$ cat src/rtl/cdu_pkg.sv
// Shared CDU definitions: loop mode encoding and 800 Hz timing defaults.
// Also used by the read counter and error counter blocks.
package cdu_pkg;

    typedef enum logic [1:0] {
        MODE_ZERO   = 2'd0,
        MODE_COARSE = 2'd1,
        MODE_FINE   = 2'd2,
        MODE_BAD    = 2'd3
    } cdu_mode_t;

    // CLOCKH cycles per 800 Hz resolver reference cycle (51200 / 800).
    localparam int CDU_DIV          = 64;
    // Phase of the reference sine peak, where the comparators are sampled.
    localparam int CDU_SAMPLE_PHASE = 16;

endpackage

$ cat src/rtl/cdu_mode_ctrl_if.sv
// Channel moding bundle: AGC discretes and comparator flags in, timing
// strobes and loop gating out. The slave side is the mode controller.
interface cdu_mode_ctrl_if;

    logic       AGCZ;
    logic       AGCCA;
    logic       AGCEEC;
    logic       fine1_en;
    logic       coarse_ok;
    logic       fine_ok;
    logic [5:0] phase;
    logic       sample_stb;
    logic       slot_stb;
    logic       rc_clear;
    logic       coarse_en;
    logic       fine_en;
    logic       ec_en;
    logic       ca_mode;
    logic [1:0] mode;

    modport slave (
        input  AGCZ, AGCCA, AGCEEC, fine1_en, coarse_ok, fine_ok,
        output phase, sample_stb, slot_stb, rc_clear, coarse_en, fine_en,
               ec_en, ca_mode, mode
    );

    modport master (
        output AGCZ, AGCCA, AGCEEC, fine1_en, coarse_ok, fine_ok,
        input  phase, sample_stb, slot_stb, rc_clear, coarse_en, fine_en,
               ec_en, ca_mode, mode
    );

endinterface

$ cat src/rtl/cdu_sync2.sv
// Two-flop synchroniser for a slow asynchronous discrete, with a
// parameterised reset value so an active-low input resets deasserted.
module cdu_sync2 #(
    parameter logic RST_VAL = 1'b1
) (
    input  logic clk,
    input  logic rst_n,
    input  logic d,
    output logic q
);

    logic meta_reg;
    logic sync_reg;

    // Capture then re-register the asynchronous input.
    always_ff @(posedge clk or negedge rst_n) begin
        if (!rst_n) begin
            meta_reg <= RST_VAL;
            sync_reg <= RST_VAL;
        end else begin
            meta_reg <= d;
            sync_reg <= meta_reg;
        end
    end

    assign q = sync_reg;

endmodule

$ cat src/rtl/cdu_mode_ctrl.sv
// CDU channel moding and timing sequencer: 800 Hz phase divider, sample
// and slot strobes, and the ZERO -> COARSE -> FINE loop hand-over.
module cdu_mode_ctrl
    import cdu_pkg::*;
#(
    parameter int DIV          = CDU_DIV,
    parameter int SAMPLE_PHASE = CDU_SAMPLE_PHASE,
    parameter int SETTLE       = 4,
    parameter int ZERO_MIN     = 2
) (
    input logic            CLOCKH,
    input logic            rst_n,
    cdu_mode_ctrl_if.slave bus
);

    localparam logic [5:0] PH_LAST    = 6'(DIV - 1);
    localparam logic [5:0] PH_SAMPLE  = 6'(SAMPLE_PHASE);
    localparam logic [3:0] SETTLE_N   = 4'(SETTLE);
    localparam logic [3:0] ZERO_MIN_N = 4'(ZERO_MIN);

    logic [2:0] raw;
    logic [2:0] synced;
    logic       z;
    logic       ca;
    logic       eec;

    logic [5:0] phase_reg;
    logic [5:0] phase_next;
    logic       sample_stb_reg;
    logic       slot_stb_reg;
    logic       ec_en_reg;
    logic       apply;

    cdu_mode_t  mode_reg;
    cdu_mode_t  mode_next;
    logic [3:0] zcnt_reg;
    logic [3:0] zcnt_next;
    logic [3:0] settle_reg;
    logic [3:0] settle_next;
    logic       pend_reg;
    logic       pend_next;

    // Bit order: 0 = zero, 1 = coarse align, 2 = error-counter enable.
    assign raw = {bus.AGCEEC, bus.AGCCA, bus.AGCZ};

    for (genvar gi = 0; gi < 3; gi++) begin : g_sync
        cdu_sync2 #(.RST_VAL(1'b1)) u_sync (
            .clk   (CLOCKH),
            .rst_n (rst_n),
            .d     (raw[gi]),
            .q     (synced[gi])
        );
    end

    // Discretes are active low on the AGC side.
    assign z   = ~synced[0];
    assign ca  = ~synced[1];
    assign eec = ~synced[2];

    assign phase_next = (phase_reg == PH_LAST) ? 6'd0 : phase_reg + 6'd1;
    // A decision latched on the sample strobe lands on the following slot edge.
    assign apply      = (phase_next[1:0] == 2'b11);

    // Phase divider, strobes decoded from the next phase so they align with it.
    always_ff @(posedge CLOCKH or negedge rst_n) begin
        if (!rst_n) begin
            phase_reg      <= 6'd0;
            sample_stb_reg <= 1'b0;
            slot_stb_reg   <= 1'b0;
            ec_en_reg      <= 1'b0;
        end else begin
            phase_reg      <= phase_next;
            sample_stb_reg <= (phase_next == PH_SAMPLE);
            slot_stb_reg   <= (phase_next[1:0] == 2'b11);
            ec_en_reg      <= eec;
        end
    end

    // Loop state, ZERO dwell counter, settle counter and pending hand-over.
    always_ff @(posedge CLOCKH or negedge rst_n) begin
        if (!rst_n) begin
            mode_reg   <= MODE_ZERO;
            zcnt_reg   <= 4'd0;
            settle_reg <= 4'd0;
            pend_reg   <= 1'b0;
        end else begin
            mode_reg   <= mode_next;
            zcnt_reg   <= zcnt_next;
            settle_reg <= settle_next;
            pend_reg   <= pend_next;
        end
    end

    // Next-state logic; a zero command overrides every other event.
    always_comb begin
        mode_next   = mode_reg;
        zcnt_next   = zcnt_reg;
        settle_next = settle_reg;
        pend_next   = pend_reg;
        if (z) begin
            mode_next   = MODE_ZERO;
            zcnt_next   = 4'd0;
            settle_next = 4'd0;
            pend_next   = 1'b0;
        end else begin
            case (mode_reg)
                MODE_ZERO: begin
                    if (sample_stb_reg) begin
                        zcnt_next = zcnt_reg + 4'd1;
                        if (zcnt_next == ZERO_MIN_N) pend_next = 1'b1;
                    end
                    if (apply && pend_reg) begin
                        mode_next   = MODE_COARSE;
                        pend_next   = 1'b0;
                        zcnt_next   = 4'd0;
                        settle_next = 4'd0;
                    end
                end
                MODE_COARSE: begin
                    if (sample_stb_reg) begin
                        if (bus.coarse_ok && bus.fine1_en && !ca) begin
                            settle_next = settle_reg + 4'd1;
                            if (settle_next == SETTLE_N) begin
                                pend_next   = 1'b1;
                                settle_next = 4'd0;
                            end
                        end else begin
                            settle_next = 4'd0;
                        end
                    end
                    // Hand-over is dropped if fine became unusable meanwhile.
                    if (apply && pend_reg) begin
                        pend_next = 1'b0;
                        if (bus.fine1_en && !ca) mode_next = MODE_FINE;
                    end
                end
                MODE_FINE: begin
                    if (ca || !bus.fine1_en) begin
                        mode_next   = MODE_COARSE;
                        settle_next = 4'd0;
                        pend_next   = 1'b0;
                    end else begin
                        if (sample_stb_reg) begin
                            if (!bus.fine_ok || !bus.coarse_ok) begin
                                settle_next = settle_reg + 4'd1;
                                if (settle_next == SETTLE_N) begin
                                    pend_next   = 1'b1;
                                    settle_next = 4'd0;
                                end
                            end else begin
                                settle_next = 4'd0;
                            end
                        end
                        if (apply && pend_reg) begin
                            mode_next = MODE_COARSE;
                            pend_next = 1'b0;
                        end
                    end
                end
                default: begin
                    mode_next   = MODE_ZERO;
                    zcnt_next   = 4'd0;
                    settle_next = 4'd0;
                    pend_next   = 1'b0;
                end
            endcase
        end
    end

    // Loop gating decoded from the state register, so coarse/fine never overlap.
    assign bus.phase      = phase_reg;
    assign bus.sample_stb = sample_stb_reg;
    assign bus.slot_stb   = slot_stb_reg;
    assign bus.ec_en      = ec_en_reg;
    assign bus.mode       = mode_reg;
    assign bus.rc_clear   = (mode_reg == MODE_ZERO);
    assign bus.coarse_en  = (mode_reg == MODE_COARSE);
    assign bus.fine_en    = (mode_reg == MODE_FINE);
    assign bus.ca_mode    = ca && (mode_reg != MODE_ZERO);

endmodule

$ cat src/flat_wrapper.sv
// flat-port wrapper written by rule: the top's interface ports become plain ports
module cdu_mode_ctrl_flat import cdu_pkg::*;
#(
    parameter int DIV          = CDU_DIV,
    parameter int SAMPLE_PHASE = CDU_SAMPLE_PHASE,
    parameter int SETTLE       = 4,
    parameter int ZERO_MIN     = 2
)
  (CLOCKH, rst_n, bus_AGCZ, bus_AGCCA, bus_AGCEEC, bus_fine1_en, bus_coarse_ok, bus_fine_ok, bus_phase, bus_sample_stb, bus_slot_stb, bus_rc_clear, bus_coarse_en, bus_fine_en, bus_ec_en, bus_ca_mode, bus_mode);
  cdu_mode_ctrl_if bus_i ();
  input logic CLOCKH;
  input logic rst_n;
  input wire logic [$bits(bus_i.AGCZ)-1:0] bus_AGCZ;
  input wire logic [$bits(bus_i.AGCCA)-1:0] bus_AGCCA;
  input wire logic [$bits(bus_i.AGCEEC)-1:0] bus_AGCEEC;
  input wire logic [$bits(bus_i.fine1_en)-1:0] bus_fine1_en;
  input wire logic [$bits(bus_i.coarse_ok)-1:0] bus_coarse_ok;
  input wire logic [$bits(bus_i.fine_ok)-1:0] bus_fine_ok;
  output wire logic [$bits(bus_i.phase)-1:0] bus_phase;
  output wire logic [$bits(bus_i.sample_stb)-1:0] bus_sample_stb;
  output wire logic [$bits(bus_i.slot_stb)-1:0] bus_slot_stb;
  output wire logic [$bits(bus_i.rc_clear)-1:0] bus_rc_clear;
  output wire logic [$bits(bus_i.coarse_en)-1:0] bus_coarse_en;
  output wire logic [$bits(bus_i.fine_en)-1:0] bus_fine_en;
  output wire logic [$bits(bus_i.ec_en)-1:0] bus_ec_en;
  output wire logic [$bits(bus_i.ca_mode)-1:0] bus_ca_mode;
  output wire logic [$bits(bus_i.mode)-1:0] bus_mode;
  assign bus_i.AGCZ = bus_AGCZ;
  assign bus_i.AGCCA = bus_AGCCA;
  assign bus_i.AGCEEC = bus_AGCEEC;
  assign bus_i.fine1_en = bus_fine1_en;
  assign bus_i.coarse_ok = bus_coarse_ok;
  assign bus_i.fine_ok = bus_fine_ok;
  assign bus_phase = bus_i.phase;
  assign bus_sample_stb = bus_i.sample_stb;
  assign bus_slot_stb = bus_i.slot_stb;
  assign bus_rc_clear = bus_i.rc_clear;
  assign bus_coarse_en = bus_i.coarse_en;
  assign bus_fine_en = bus_i.fine_en;
  assign bus_ec_en = bus_i.ec_en;
  assign bus_ca_mode = bus_i.ca_mode;
  assign bus_mode = bus_i.mode;
  cdu_mode_ctrl #(.DIV(DIV), .SAMPLE_PHASE(SAMPLE_PHASE), .SETTLE(SETTLE), .ZERO_MIN(ZERO_MIN)) u_core (.CLOCKH(CLOCKH), .rst_n(rst_n), .bus(bus_i));
endmodule
$ cat config.mk
export PLATFORM = sky130hd
export DESIGN_NAME = cdu_mode_ctrl_flat
export DESIGN_NICKNAME = d
export VERILOG_FILES = /design/src/rtl/cdu_pkg.sv /design/src/rtl/cdu_mode_ctrl_if.sv /design/src/rtl/cdu_sync2.sv /design/src/rtl/cdu_mode_ctrl.sv /design/src/flat_wrapper.sv
export SDC_FILE = /design/constraint.sdc
export NUM_CORES = 1
export LEC_CHECK = 0
export CAP_MARGIN = 20
export CORE_ASPECT_RATIO = 1.5
export CORE_MARGIN = 2
export CORE_UTILIZATION = 50
export CTS_CLUSTER_DIAMETER = 50
export DETAILED_ROUTE_END_ITERATION = 10
export PLACE_DENSITY = 0.85
export SKIP_LAST_GASP = 1
export SLEW_MARGIN = 15
export SYNTH_ARGS = -nofsm -noshare
export SYNTH_HDL_FRONTEND = slang
export SYNTH_SLANG_ARGS = --single-unit
export TNS_END_PERCENT = 100
$ cat constraint.sdc
create_clock -name CLOCKH -period 4.9 [get_ports CLOCKH]
set_clock_uncertainty 0.05 [all_clocks]
set_input_delay 0.49 -clock CLOCKH [delete_from_list [all_inputs] [get_ports CLOCKH]]
set_output_delay 0.49 -clock CLOCKH [all_outputs]
set_load 0.01 [all_outputs]
======== Word-level counts from Yosys, hierarchy flattened ========
Cells that the tools add are included.
operators by class
  add/sub/neg operators ................... 3
  bitwise gates (word level) .............. 2
  equality and inequality tests ........... 19
  muxes and demuxes ....................... 33
  reductions and logical operators ........ 17
operators by type and width
  operator                                                               number
  4-bit two-way mux                                                      11
  4-bit by 2-bit != test with 1-bit output, second input constant        5
  1-bit two-way mux                                                      12
  3-bit by 2-bit != test with 1-bit output, second input constant        4
  4-bit case mux with 3 select lines                                     1
  2-bit two-way mux                                                      5
  5-bit by 2-bit != test with 1-bit output, second input constant        2
  4-bit by 1-bit adder with 4-bit output, second input constant          2
  4-bit case mux with 2 select lines                                     1
  6-bit by 1-bit adder with 6-bit output, second input constant          1
  6-bit by 5-bit equality test with 1-bit output, second input constant  1
  6-bit equality test, second input constant                             1
  6-bit two-way mux                                                      1
  2-bit case mux with 3 select lines                                     1
  6-bit AND reduction                                                    1
  1-bit logical AND                                                      5
  2-bit equality test, second input constant                             2
  4-bit by 2-bit equality test with 1-bit output, second input constant  1
  4-bit by 3-bit equality test with 1-bit output, second input constant  1
  2-bit AND reduction                                                    2
  1-bit logical NOT                                                      3
  1-bit case mux with 3 select lines                                     1
  3-bit AND reduction                                                    1
  2-bit by 1-bit equality test with 1-bit output, second input constant  1
  6 further kinds                                                        8
word-level totals
  register bits after elaboration ......... 26
  input port bits ......................... 8

======== Depth between registers and ports, before layout ========
Gate-level depths: netlist of the first run.
  depth after elaboration ................. 9
  mapped depth ............................ 7

======== Cells and area by module ========
A second synthesis of the first run with hierarchy kept.
unflattened totals
  cell total of the unflattened synthesis .. 139
  area total of the unflattened synthesis .. 1390.1 sq um
by module, submodules not included
  module         area an instance (sq um)  cells an instance  sequential area each (sq um)  times used
  cdu_mode_ctrl  1232.4                    133                500.5                         1
  cdu_sync2      52.6                      2                  52.6                          3

======== Worst setup path after synthesis of the first run ========
No wires, ideal clock.
  path type ............................... reg-to-reg
  from .................................... register u_core.mode_reg[0], in the netlist u_core.bus.mode[0]
  to ...................................... register u_core.settle_reg[0]
  path buffers ............................ 0
  cell stages (with the launch flop) ...... 8
  period minus slack after synthesis ...... 1.708 ns
  arrival ................................. 1.581 ns
  required time ........................... 4.774 ns
  slack ................................... 3.192 ns
  setup time .............................. 0.076 ns
  path through ............................ dfrtp_1 inv_1 ha_1 a21bo_2 a211o_1 nor2_1 nand2_1 o21ai_1
on the way
  longest elaborated chain between the ends .. 3
  elaborated cells between the ends (all ways) .. 9
  classes of those cells .................. eq/ne (5); mux (2); reduce/logical (2)
RTL lines
  what                                                                                                                    line                 text
  start, declared                                                                                                         cdu_mode_ctrl.sv:34  cdu_mode_t mode_reg;
  start signal, assigned                                                                                                  cdu_mode_ctrl.sv:87  mode_reg <= mode_next;
  2-bit equality test (*)                                                                                                 --
  net bus_fine_en                                                                                                         flat_wrapper.sv:24   output wire logic [$bits(bus_i.fine_en)-1:0] bus_fine_en;
  4-bit by 2-bit != test with 1-bit output (no source line) / 4-bit case mux with 3 select lines (equally long branches)  --
  3-bit AND reduction (no source line) / 4-bit two-way mux (equally long branches)                                        --
  end signal, assigned                                                                                                    cdu_mode_ctrl.sv:89  settle_reg <= settle_next;
  end, declared                                                                                                           cdu_mode_ctrl.sv:38  logic [3:0] settle_reg;
Mark *: on every way through the listed nets, which the timed path passes. The rest lies on a longest branch.
A chain may end at the register's enable or synchronous reset.

======== Final worst setup path of the first run ========
  from .................................... register u_core.mode_reg[0], in the netlist u_core.bus.mode[0]
  to ...................................... output port bus_ca_mode
on the way
  longest elaborated chain between the ends .. 2
RTL lines
  what                line                  text
  2-bit nonzero test  cdu_mode_ctrl.sv:179  assign bus.ca_mode = ca && (mode_reg != MODE_ZERO);
  1-bit logical AND   cdu_mode_ctrl.sv:179
  end, declared       flat_wrapper.sv:26    output wire logic [$bits(bus_i.ca_mode)-1:0] bus_ca_mode;
No other way between the ends.

==> run metrics, run 1 <==
status finished, final reports clean; root buffer cell clkbuf_8; Post-Syn Instances 135; row count 23; Final nets 180; fillers approximately 200; worst flop-to-flop path endpoint u_core.pend_reg; H-Tree Depth 1; launch point of the worst path u_core.bus.mode[0]; First-pass DRT Iterations 4; layout cells sized above 1 11.8%; Cell variety after synth 37; final HPWL from detailed placement approximately 2200 um; clock slew seen by the registers of the worst setup and hold paths about 0.080 ns; Largest register FFs 6; DR vias/cell ~5.6; pin count of the biggest net entering global routing 27; crit end category output port; placed insts just under 200; PwrDens around 240 mW/mm^2; die area 0.00315 mm^2; Hold Vio Cnt, Final 0; routed len/inst ~14 um; GRT Util Overall between 20% and 30%; Slew @ Worst Pin between 0.5 and 0.6 ns; DR iter-0 viols 22; max frequency 440 MHz; ys async rst share 100%; Min-Delay Path Class in2async; Reg2Reg Launch Point u_core.settle_reg[0]; Starting Density about half; core area ~0.0026 mm^2; Synth Cell Area about 0.0014 mm^2; Synthesized Nets 153; cts-stage hold buffer count 0; Leak 0.710 nW; syn avg cell area 10.0 um^2; clk_lat worst skew around 0.27 ns; die height 67.7 um; GRT Residual Overflow 0; TritonCTS Buffers 3; DRC violations left 0; number of max-cap violations 0; max_slew headroom a little under two thirds; CTS tree built; Post-Layout Cell Count between 150 and 200; startpoint class of the critical path flop; main flop type after synthesis dfrtp_1; fin crit share 46.3%; CP Data Required Time 4.36 ns; # diodes 0; CP Max Fanout 8; #FFs+latches synth 26; post_cts resized 0; initial antenna violation count 0; critical path's top delay family buffers and inverters; worst-case clock buffer depth 2; number of global-route vias before repair around 1100; Worst path max stage delay 0.54 ns; worst setup path class reg2out; RePlAce Congestion just over 0.9; crit path time final 2.27 ns; Reg2Reg Setup Slack 3.01 ns; first-pass GRT wire length roughly 4900 um; CP Buf/Inv Count 2; Seq/Total Area, Yosys 48.6%; synth warn 0; Area growth syn-to-layout 24.6%; Sink Count 26; total setup buffers inserted after CTS 0; routed vias between 1000 and 1500; io pins 23; number of flops mapped to enable cells by yosys 0; die width about 46 um; final wirelength between 2000 and 3000 um; Port Buf Inserts 22; Pins Over Slew Limit 0; Peak VDD IR 0.230 mV; Routed Antenna Nets 0; Max stage delay cell, worst path clkdlybuf4s50_1; CP Cell Sequence inv_1 -> ha_1 -> nor2_1 -> clkdlybuf4s50_1; CP arrival 1.73 ns; worst reg-to-reg path cell count 6; Setup Viol. Count Final 0; RSZ-0062 raised after global routing no; Setup Total Neg Slack 0 ns
-- where the power goes --
group / switching (W) / internal (W)
Sequential: 0.00000188 / 0.000219
Combinational: 0.00000947 / 0.00000780
Clock: 0.0000640 / 0.000109
-- kinds of logic (layout without fill, tap and decap cells) --
| logic type | count (synthesis) | in the layout | share of synthesized area [%] |
|---|---|---|---|
| compound gates | 38 | 38 | 20.3 |
| xor+xnor | 2 | 2 | 1.29 |
| fa+ha+maj | 10 | 10 | 9.24 |
| buf+inv | 10 | 36 | 2.77 |
| flops | 26 | 26 | 48.6 |
| mux | 1 | 1 | 0.739 |
| simple gates | 48 | 48 | 17.0 |
-- cells in the mapped netlist, types with 2 or more instances --
cell      instances  share of area (%)
o21ai_0          10                3.7
nor2_1            7                1.9
dfrtp_1          20                 37
inv_1            10                2.8
o31ai_1           2                1.1
ha_1             10                9.2
and2_1            3                1.4
nand2b_1          2               0.92
o22ai_1           2               0.92
a21oi_1           6                2.2
dfstp_2           6                 12
a21bo_2           2                1.5
nand2_1          19                5.3
nor3_1            2               0.74
nor2b_1           3                1.4
nand3_1           7                2.6
o21ai_1           3                1.1
a31oi_1           2               0.92
-- how the worst max path moves through the flow --
stage / to / slack (ns) / cells past startpoint
floorplan: u_core.settle_reg[0] / 3.19 / 7
global placement: bus_ca_mode / 2.97 / 4
detailed placement: u_core.settle_reg[0] / 2.90 / 6
CTS: bus_ca_mode / 2.62 / 4
global route: bus_ca_mode / 2.50 / 4
finish: bus_ca_mode / 2.63 / 4
-- stage by stage --
| stage | setup WS [ns] | hold WS, ns | total power (W) | area, um^2 | utilization (%) |
|---|---|---|---|---|---|
| floorplan | 3.19 | 0.144 | 0.000230 | 1350 | - |
| CTS | 2.62 | 0.313 | 0.000416 | 1690 | 64.6 |
| finish | 2.63 | 0.145 | 0.000412 | 1690 | 64.4 |
| detailed placement | 2.90 | 0.301 | 0.000243 | 1620 | 61.9 |
| global placement | 2.97 | 0.296 | 0.000242 | 1620 | 61.9 |
| global route | 2.50 | 0.188 | 0.000426 | 1690 | 64.4 |
-- per-layer routing --
metal  global-route usage (%)  vias up  part of all wire, %
met2                     37.0       36                   55
met1                     25.0      544                   38
met4                     10.7        0                  3.1
met5                        0        -                    0
li1                         -      528                    -
met3                     1.87        9                  3.8
-- placed cells by master, fill, tap and decap left out, drive strengths merged, types with 2 or more instances in the layout --
master,netlist,final
clkdlybuf4s50,0,21
dfrtp,20,20
nand2,19,19
o21ai,14,14
inv,10,10
ha,10,10
nand3,8,8
nor2,7,7
a21oi,6,6
dfstp,6,6
and2,4,4
nor2b,3,3
clkbuf,0,3
o31ai,2,2
nor3,2,2
a21bo,2,2
a31oi,2,2
o22ai,2,2
nand2b,2,2
o211ai,2,2
-- layout make-up --
cell class	count	area (um^2)	area share (%)
Tap cell	37	46.3	2.74
Clock buffer	3	41.3	2.45
Inverter	10	37.5	2.23
Clock inverter	1	30.0	1.78
Multi-Input combinational cell	99	658	39.0
Sequential cell	26	658	39.0
Timing Repair Buffer	22	215	12.8
(Power assumes the default switching activity.)
==> inputs of run 2 (changes only) <==
--- a/config.mk
+++ b/config.mk
@@ -8,10 +8,10 @@
 export CAP_MARGIN = 20
 export CORE_ASPECT_RATIO = 1.5
 export CORE_MARGIN = 2
-export CORE_UTILIZATION = 50
+export CORE_UTILIZATION = 47
 export CTS_CLUSTER_DIAMETER = 50
 export DETAILED_ROUTE_END_ITERATION = 10
-export PLACE_DENSITY = 0.85
+export PLACE_DENSITY = 0.84
 export SKIP_LAST_GASP = 1
 export SLEW_MARGIN = 15
 export SYNTH_ARGS = -nofsm -noshare
==> constraint.sdc (replaced) <==
create_clock -name CLOCKH -period 1.8 [get_ports CLOCKH]
set_clock_uncertainty 0.05 [all_clocks]
set_input_delay 0.18 -clock CLOCKH [delete_from_list [all_inputs] [get_ports CLOCKH]]
set_output_delay 0.18 -clock CLOCKH [all_outputs]
set_load 0.01 [all_outputs]
==> run 2 against run 1 <==
Effect of this change:
- flip-flop and latch count stayed put
- highest routed layer unchanged
- via count is 3.5% higher
- clock power is 110% higher
==> run metrics, run 2 (synthesis results as in run 1) <==
Port Buf Inserts 22 (unchanged); CP Max Fanout 3 (was 8); layout cells sized above 1 21.6% (was 11.8%); Leak 0.778 nW (was 0.710 nW); number of max-cap violations 0 (unchanged); Hold WS 0.215 ns (was 0.145 ns); max frequency 572 MHz; GRT Residual Overflow 0 (unchanged); crit path time final ~1.7 ns; core area 0.00271 mm^2 (was 0.00262 mm^2); status finished, final reports clean (unchanged); Pins Over Slew Limit 0 (unchanged); pin count of the biggest net entering global routing 27 (unchanged); die width 47.8 um (was 46.5 um); First-pass DRT Iterations 4 (unchanged); CP Buf/Inv Count 0 (was 2); routed vias 1156 (was 1117); DR iter-0 viols 17 (was 22); root buffer cell clkbuf_8 (unchanged); crit end category flop (was output port); Area after DPL 0.00165 mm^2 (was 0.00162 mm^2); Setup Total Neg Slack 0 ns (unchanged); Starting Density 50.0% (was 51.7%); RePlAce Congestion 0.855 (was 0.926); Area growth syn-to-layout 32.1% (was 24.6%); Slew @ Worst Pin 0.319 ns (was 0.543 ns); grt met3 use 4.17% (was 1.87%); grt peak-use layer met2 (unchanged); TritonCTS Buffers 3 (unchanged); CP Cell Sequence ha_1 -> nand2b_4 -> o21ai_1 -> o211ai_2 -> a2111o_1 -> mux2i_1 (was inv_1 -> ha_1 -> nor2_1 -> clkdlybuf4s50_1); DR vias/cell 5.67 (was 5.64); die area 0.00333 mm^2 (was 0.00315 mm^2); Worst path max stage delay 0.41 ns (was 0.54 ns); GRT Util Overall 19.7% (was 21.2%); Sink Count 26 (unchanged); final HPWL from detailed placement 2190 um (was 2160 um); fin area 0.00179 mm^2 (was 0.00169 mm^2); CP arrival 1.89 ns (was 1.73 ns); Peak VDD IR 0.484 mV (was 0.230 mV); die height 69.7 um (was 67.7 um); io pins 23 (unchanged); row count 23 (unchanged); H-Tree Depth 1 (unchanged); Post-Layout Cell Count 204 (was 198); clock slew seen by the registers of the worst setup and hold paths 0.08 ns (about the same); initial antenna violation count 0 (unchanged); cts-stage hold buffer count 0 (unchanged); Setup Viol. Count Final 0 (unchanged); routed len/inst 14.5 um (was 14.1 um); worst setup path class reg2reg (was reg2out); dpl ws 0.00366 ns (was 2.90 ns); startpoint class of the critical path flop (unchanged); PwrDens 569 mW/mm^2 (was 244 mW/mm^2); CTS tree built (unchanged); clk_lat worst skew 0.27 ns (about the same); M2 GR Usage 33.8% (was 37.0%); placed insts 198 (was 194); Routed Antenna Nets 0 (unchanged); max_slew headroom 78.7% (was 63.8%); Max stage delay cell, worst path dfrtp_1 (was clkdlybuf4s50_1); Largest register FFs 6 (unchanged); # diodes 0 (unchanged); CP Data Required Time 1.94 ns (was 4.36 ns); critical path's top delay family compound AO/OA/AOI/OAI gates (was buffers and inverters); Hold Vio Cnt, Final 0 (unchanged); met1 usage 21.8% (was 25.0%); Final nets 186 (was 180); min setup slack post-route 0.0504 ns (was 2.63 ns); commonest non-fill, non-tap cells in the layout 18 x nand2_1, 18 x clkdlybuf4s50_1, 18 x dfrtp_1 (was 21 x clkdlybuf4s50_1, 20 x dfrtp_1, 19 x nand2_1); first-pass GRT wire length 4890 um (was 4850 um); DRC violations left 0 (unchanged); final wirelength 2960 um (was 2780 um); Min-Delay Path Class in2async (unchanged); fin crit share just under 100%; number of global-route vias before repair 1188 (was 1134); worst-case clock buffer depth 2 (unchanged)
==> run 2: cell count changes in the layout (fill, tap and decap cells not counted), sizes merged <==
cell           delta
clkbuf            +1
dlygate4sd2       +1
clkdlybuf4s50     -3
dlymetal6s2s      +3
bufinv            -1
buf               +5
==> run 2: path summary, 6_finish.rpt <==
check                                                      start                               end  slack (ns)  cells after the start
max in group asynchronous                                  rst_n  u_core.g_sync[0].u_sync.meta_reg        1.20                      2
min in group CLOCKH                                     bus_AGCZ  u_core.g_sync[0].u_sync.meta_reg        0.26                      1
worst min register to register  u_core.g_sync[2].u_sync.meta_reg         u_core.g_sync[2].u_sync.q        0.31                      0
worst max-delay path                        u_core.settle_reg[0]                   u_core.pend_reg        0.05                      6
worst max register to register              u_core.settle_reg[0]                   u_core.pend_reg        0.05                      6
worst min-delay path                                       rst_n              u_core.settle_reg[3]        0.21                      2
==> run 2: metal layers <==
metal	up-vias	part of all wire [%]
met1	568	37
met3	11	4.9
li1	540	-
met2	37	55
met5	-	0
met4	0	3.2
==> run 2: report_power, final <==
part	internal, W	leakage (nW)	switching [W]
combinational	0.0000253	0.427	0.0000268
clock	0.000195	0.0288	0.000167
sequential	0.000597	0.322	0.00000530
total	0.000818	0.778	0.000199
==> run 2: area by class of cell <==
| type | instances | area, um^2 |
|---|---|---|
| Clock buffer | 4 | 55.1 |
| Inverter | 10 | 37.5 |
| Timing Repair Buffer | 28 | 272 |
| Fill cell | 237 | 917 |
| Sequential cell | 26 | 661 |
| Multi-Input combinational cell | 99 | 717 |
| Tap cell | 37 | 46.3 |
==> run 2: through the flow <==
step | util, % | total power, W
after global routing | 66.1 | 0.00107
after global placement | 61.0 | 0.000662
after floorplan | - | 0.000627
after CTS | 63.1 | 0.00103
after detailed placement | 61.0 | 0.000663
final | 66.1 | 0.00102
==> run 2: repair_timing <==
action | CTS | global route
gates resized for setup | 2 | 17
buffers inserted | 0 | 2
setup endpoints to repair | 6 | 12
pin swaps | 0 | 4
==> inputs of run 3 (changes only) <==
--- a/config.mk
+++ b/config.mk
@@ -8,10 +8,11 @@
 export CAP_MARGIN = 20
 export CORE_ASPECT_RATIO = 1.5
 export CORE_MARGIN = 2
-export CORE_UTILIZATION = 47
+export CORE_UTILIZATION = 50
 export CTS_CLUSTER_DIAMETER = 50
 export DETAILED_ROUTE_END_ITERATION = 10
-export PLACE_DENSITY = 0.84
+export GPL_TIMING_DRIVEN = 0
+export PLACE_DENSITY = 0.85
 export SKIP_LAST_GASP = 1
 export SLEW_MARGIN = 15
 export SYNTH_ARGS = -nofsm -noshare
==> constraint.sdc (replaced) <==
create_clock -name CLOCKH -period 1.7 [get_ports CLOCKH]
set_clock_uncertainty 0.05 [all_clocks]
set_input_delay 0.17 -clock CLOCKH [delete_from_list [all_inputs] [get_ports CLOCKH]]
set_output_delay 0.17 -clock CLOCKH [all_outputs]
set_load 0.01 [all_outputs]
==> run 3 against run 2 <==
Effect of this change:
- sequential share of layout area fell by 1.3 points
- critical path depth rose by 1
- register-to-register slack got worse by 0.03 ns
- wire length rose by 5.8%
- largest power group unchanged
==> run metrics, run 3 (synthesis results as in run 1) <==
Leak 0.772 nW (was 0.778 nW); Hold Path Sink u_core.g_sync[0].u_sync.meta_reg; Reg2Reg Setup Slack 0.02 ns (was 0.05 ns); routed vias 1187 (was 1156); final wirelength 3130 um (was 2960 um); Hold Vio Cnt, Final 0 (unchanged); worst reg-to-reg path cell count 7 (was 6); Pins Over Slew Limit 0 (unchanged); Final Core Density 70.8% (was 66.1%); Final nets 191 (was 186); Starting Density 51.7% (was 50.0%); Worst path max stage delay 0.42 ns (was 0.41 ns); RePlAce Congestion 0.878 (was 0.855); Slew @ Worst Pin 0.553 ns (was 0.319 ns); # diodes 0 (unchanged); Peak VDD IR 0.645 mV (was 0.484 mV); worst setup path class reg2reg (unchanged); Largest register FFs 6 (unchanged); pin count of the biggest net entering global routing 27 (unchanged); die height 67.7 um (was 69.7 um); Post-Layout Cell Count 209 (was 204); GRT Residual Overflow 0 (unchanged); crit end category flop (unchanged); status finished, final reports clean (unchanged); row count 23 (unchanged); Reg2Reg Launch Point u_core.bus.mode[0] (was u_core.settle_reg[0]); die area 0.00315 mm^2 (was 0.00333 mm^2); final HPWL from detailed placement 2170 um (was 2190 um); initial antenna violation count 0 (unchanged); met1 usage 26.4% (was 21.8%); commonest non-fill, non-tap cells in the layout 18 x nand2_1, 18 x dfrtp_1, 17 x clkdlybuf4s50_1 (was 18 x nand2_1, 18 x clkdlybuf4s50_1, 18 x dfrtp_1); CP Max Fanout 5 (was 3); max frequency 594 MHz (was 572 MHz); first-pass GRT wire length 5190 um (was 4890 um); Setup Viol. Count Final 0 (unchanged); PwrDens 582 mW/mm^2 (was 569 mW/mm^2); RSZ-0062 raised after global routing yes; Hold Path Cell Cnt 1; worst-case clock buffer depth 2 (unchanged); placed insts 194 (was 198); Max stage delay cell, worst path dfrtp_1 (unchanged); TritonCTS Buffers 3 (unchanged); root buffer cell clkbuf_8 (unchanged); First-pass DRT Iterations 5 (was 4); CP arrival 1.82 ns (was 1.89 ns); max_slew headroom 63.1% (was 78.7%); Setup Total Neg Slack 0 ns (unchanged); core area 0.00262 mm^2 (was 0.00271 mm^2); CP Cell Sequence inv_2 -> ha_4 -> a21bo_2 -> a211o_1 -> nor2_2 -> nand2_1 -> o21ai_1 (was ha_1 -> nand2b_4 -> o21ai_1 -> o211ai_2 -> a2111o_1 -> mux2i_1); clk_lat worst skew 0.26 ns (was 0.27 ns); DR iter-0 viols 23 (was 17); Port Buf Inserts 22 (unchanged); fin crit share 99.0% (was 97.2%); grt peak-use layer met2 (unchanged); GRT Util Overall 23.0% (was 19.7%); DRC violations left 0 (unchanged); Hold Startpoint bus_AGCZ; CP Data Required Time 1.83 ns (was 1.94 ns); number of max-cap violations 0 (unchanged); number of global-route vias before repair 1217 (was 1188); CTS tree built (unchanged); clock slew seen by the registers of the worst setup and hold paths 0.08 ns (about the same); Area growth syn-to-layout 36.9% (was 32.1%); io pins 23 (unchanged); grt met3 use 3.48% (was 4.17%); Routed Antenna Nets 0 (unchanged); crit path time final 1.68 ns (was 1.75 ns); H-Tree Depth 1 (unchanged); layout cells sized above 1 27.3% (was 21.6%); Sink Count 26 (unchanged); M2 GR Usage 39.1% (was 33.8%); worst flop-to-flop path endpoint u_core.settle_reg[0] (was u_core.pend_reg); DR vias/cell 5.68 (was 5.67); Min-Delay Path Class in2reg (was in2async); startpoint class of the critical path flop (unchanged); die width 46.5 um (was 47.8 um); routed len/inst 15.0 um (was 14.5 um)
-- run 3: changes by cell type in the layout (fill, tap and decap cells not counted), sizes merged --
| cell | change |
|---|---|
| dlygate4sd3 | +1 |
| dlygate4sd2 | +2 |
| clkdlybuf4s50 | -1 |
| buf | +5 |
| dlymetal6s2s | -2 |
-- run 3: worst max-delay path: cells and delay by family (launching register included) --
family | cells | cell delay [ns]
adder cells (fa/ha/maj) | 1 | 0.17
AND/OR/NAND/NOR | 2 | 0.20
flip-flops | 1 | 0.42
buffers and inverters | 1 | 0.11
AO/OA/AOI/OAI | 3 | 0.65
-- run 3: report_power, final --
part | switching [W] | leakage, nW | internal (W)
Clock | 0.000180 | 0.0288 | 0.000207
Combinational | 0.0000294 | 0.421 | 0.0000242
Sequential | 0.00000570 | 0.322 | 0.000632
-- run 3: worst max-delay path by stage --
stage | end | slack, ns | cells after the start | from
after CTS | bus_rc_clear | -0.11 | 3 | u_core.bus.mode[0]
after floorplan | u_core.bus.mode[1] | 0.03 | 6 | u_core.bus.mode[1]
after global placement | u_core.settle_reg[2] | -0.03 | 7 | u_core.bus.mode[0]
after detailed placement | u_core.pend_reg | -0.1 | 6 | u_core.settle_reg[0]
after global routing | u_core.settle_reg[0] | -0.07 | 7 | u_core.bus.mode[0]
final | u_core.settle_reg[0] | 0.02 | 7 | u_core.bus.mode[0]
-- run 3: cell type report --
type,count,area [um^2]
Multi-Input combinational cell,99,751
Inverter,10,37.5
Tap cell,37,46.3
Fill cell,189,766
Sequential cell,26,661
Timing Repair Buffer,33,303
Clock buffer,4,55.1
-- run 3: routing by layer --
| metal | vias up | wire length [um] |
|---|---|---|
| met2 | 38 | 1670 |
| met4 | 0 | 153 |
| met1 | 585 | 1210 |
| li1 | 550 | - |
| met5 | - | 0 |
| met3 | 14 | 98 |
-- run 3: stage by stage --
step | worst slack, ns | power, W | hold slack [ns] | instance area (um^2)
2_1_floorplan | 0.0281 | 0.000664 | -0.176 | 1360
3_3_place_gp | -0.0259 | 0.000698 | 0.296 | 1620
3_5_place_dp | -0.0962 | 0.000701 | 0.298 | 1620
4_1_cts | -0.106 | 0.00109 | 0.252 | 1770
5_1_grt | -0.0735 | 0.00112 | 0.249 | 1850
6_report | 0.0171 | 0.00108 | 0.257 | 1850
-- run 3: repair_timing --
action / CTS / global route
endpoints found under the hold margin: 0 / 20
hold buffers: 0 / 1
pin swaps: 3 / 5
cloned: 0 / 0
endpoints found under the setup margin: 11 / 12
gates resized for setup: 11 / 17
buffers inserted: 8 / 2
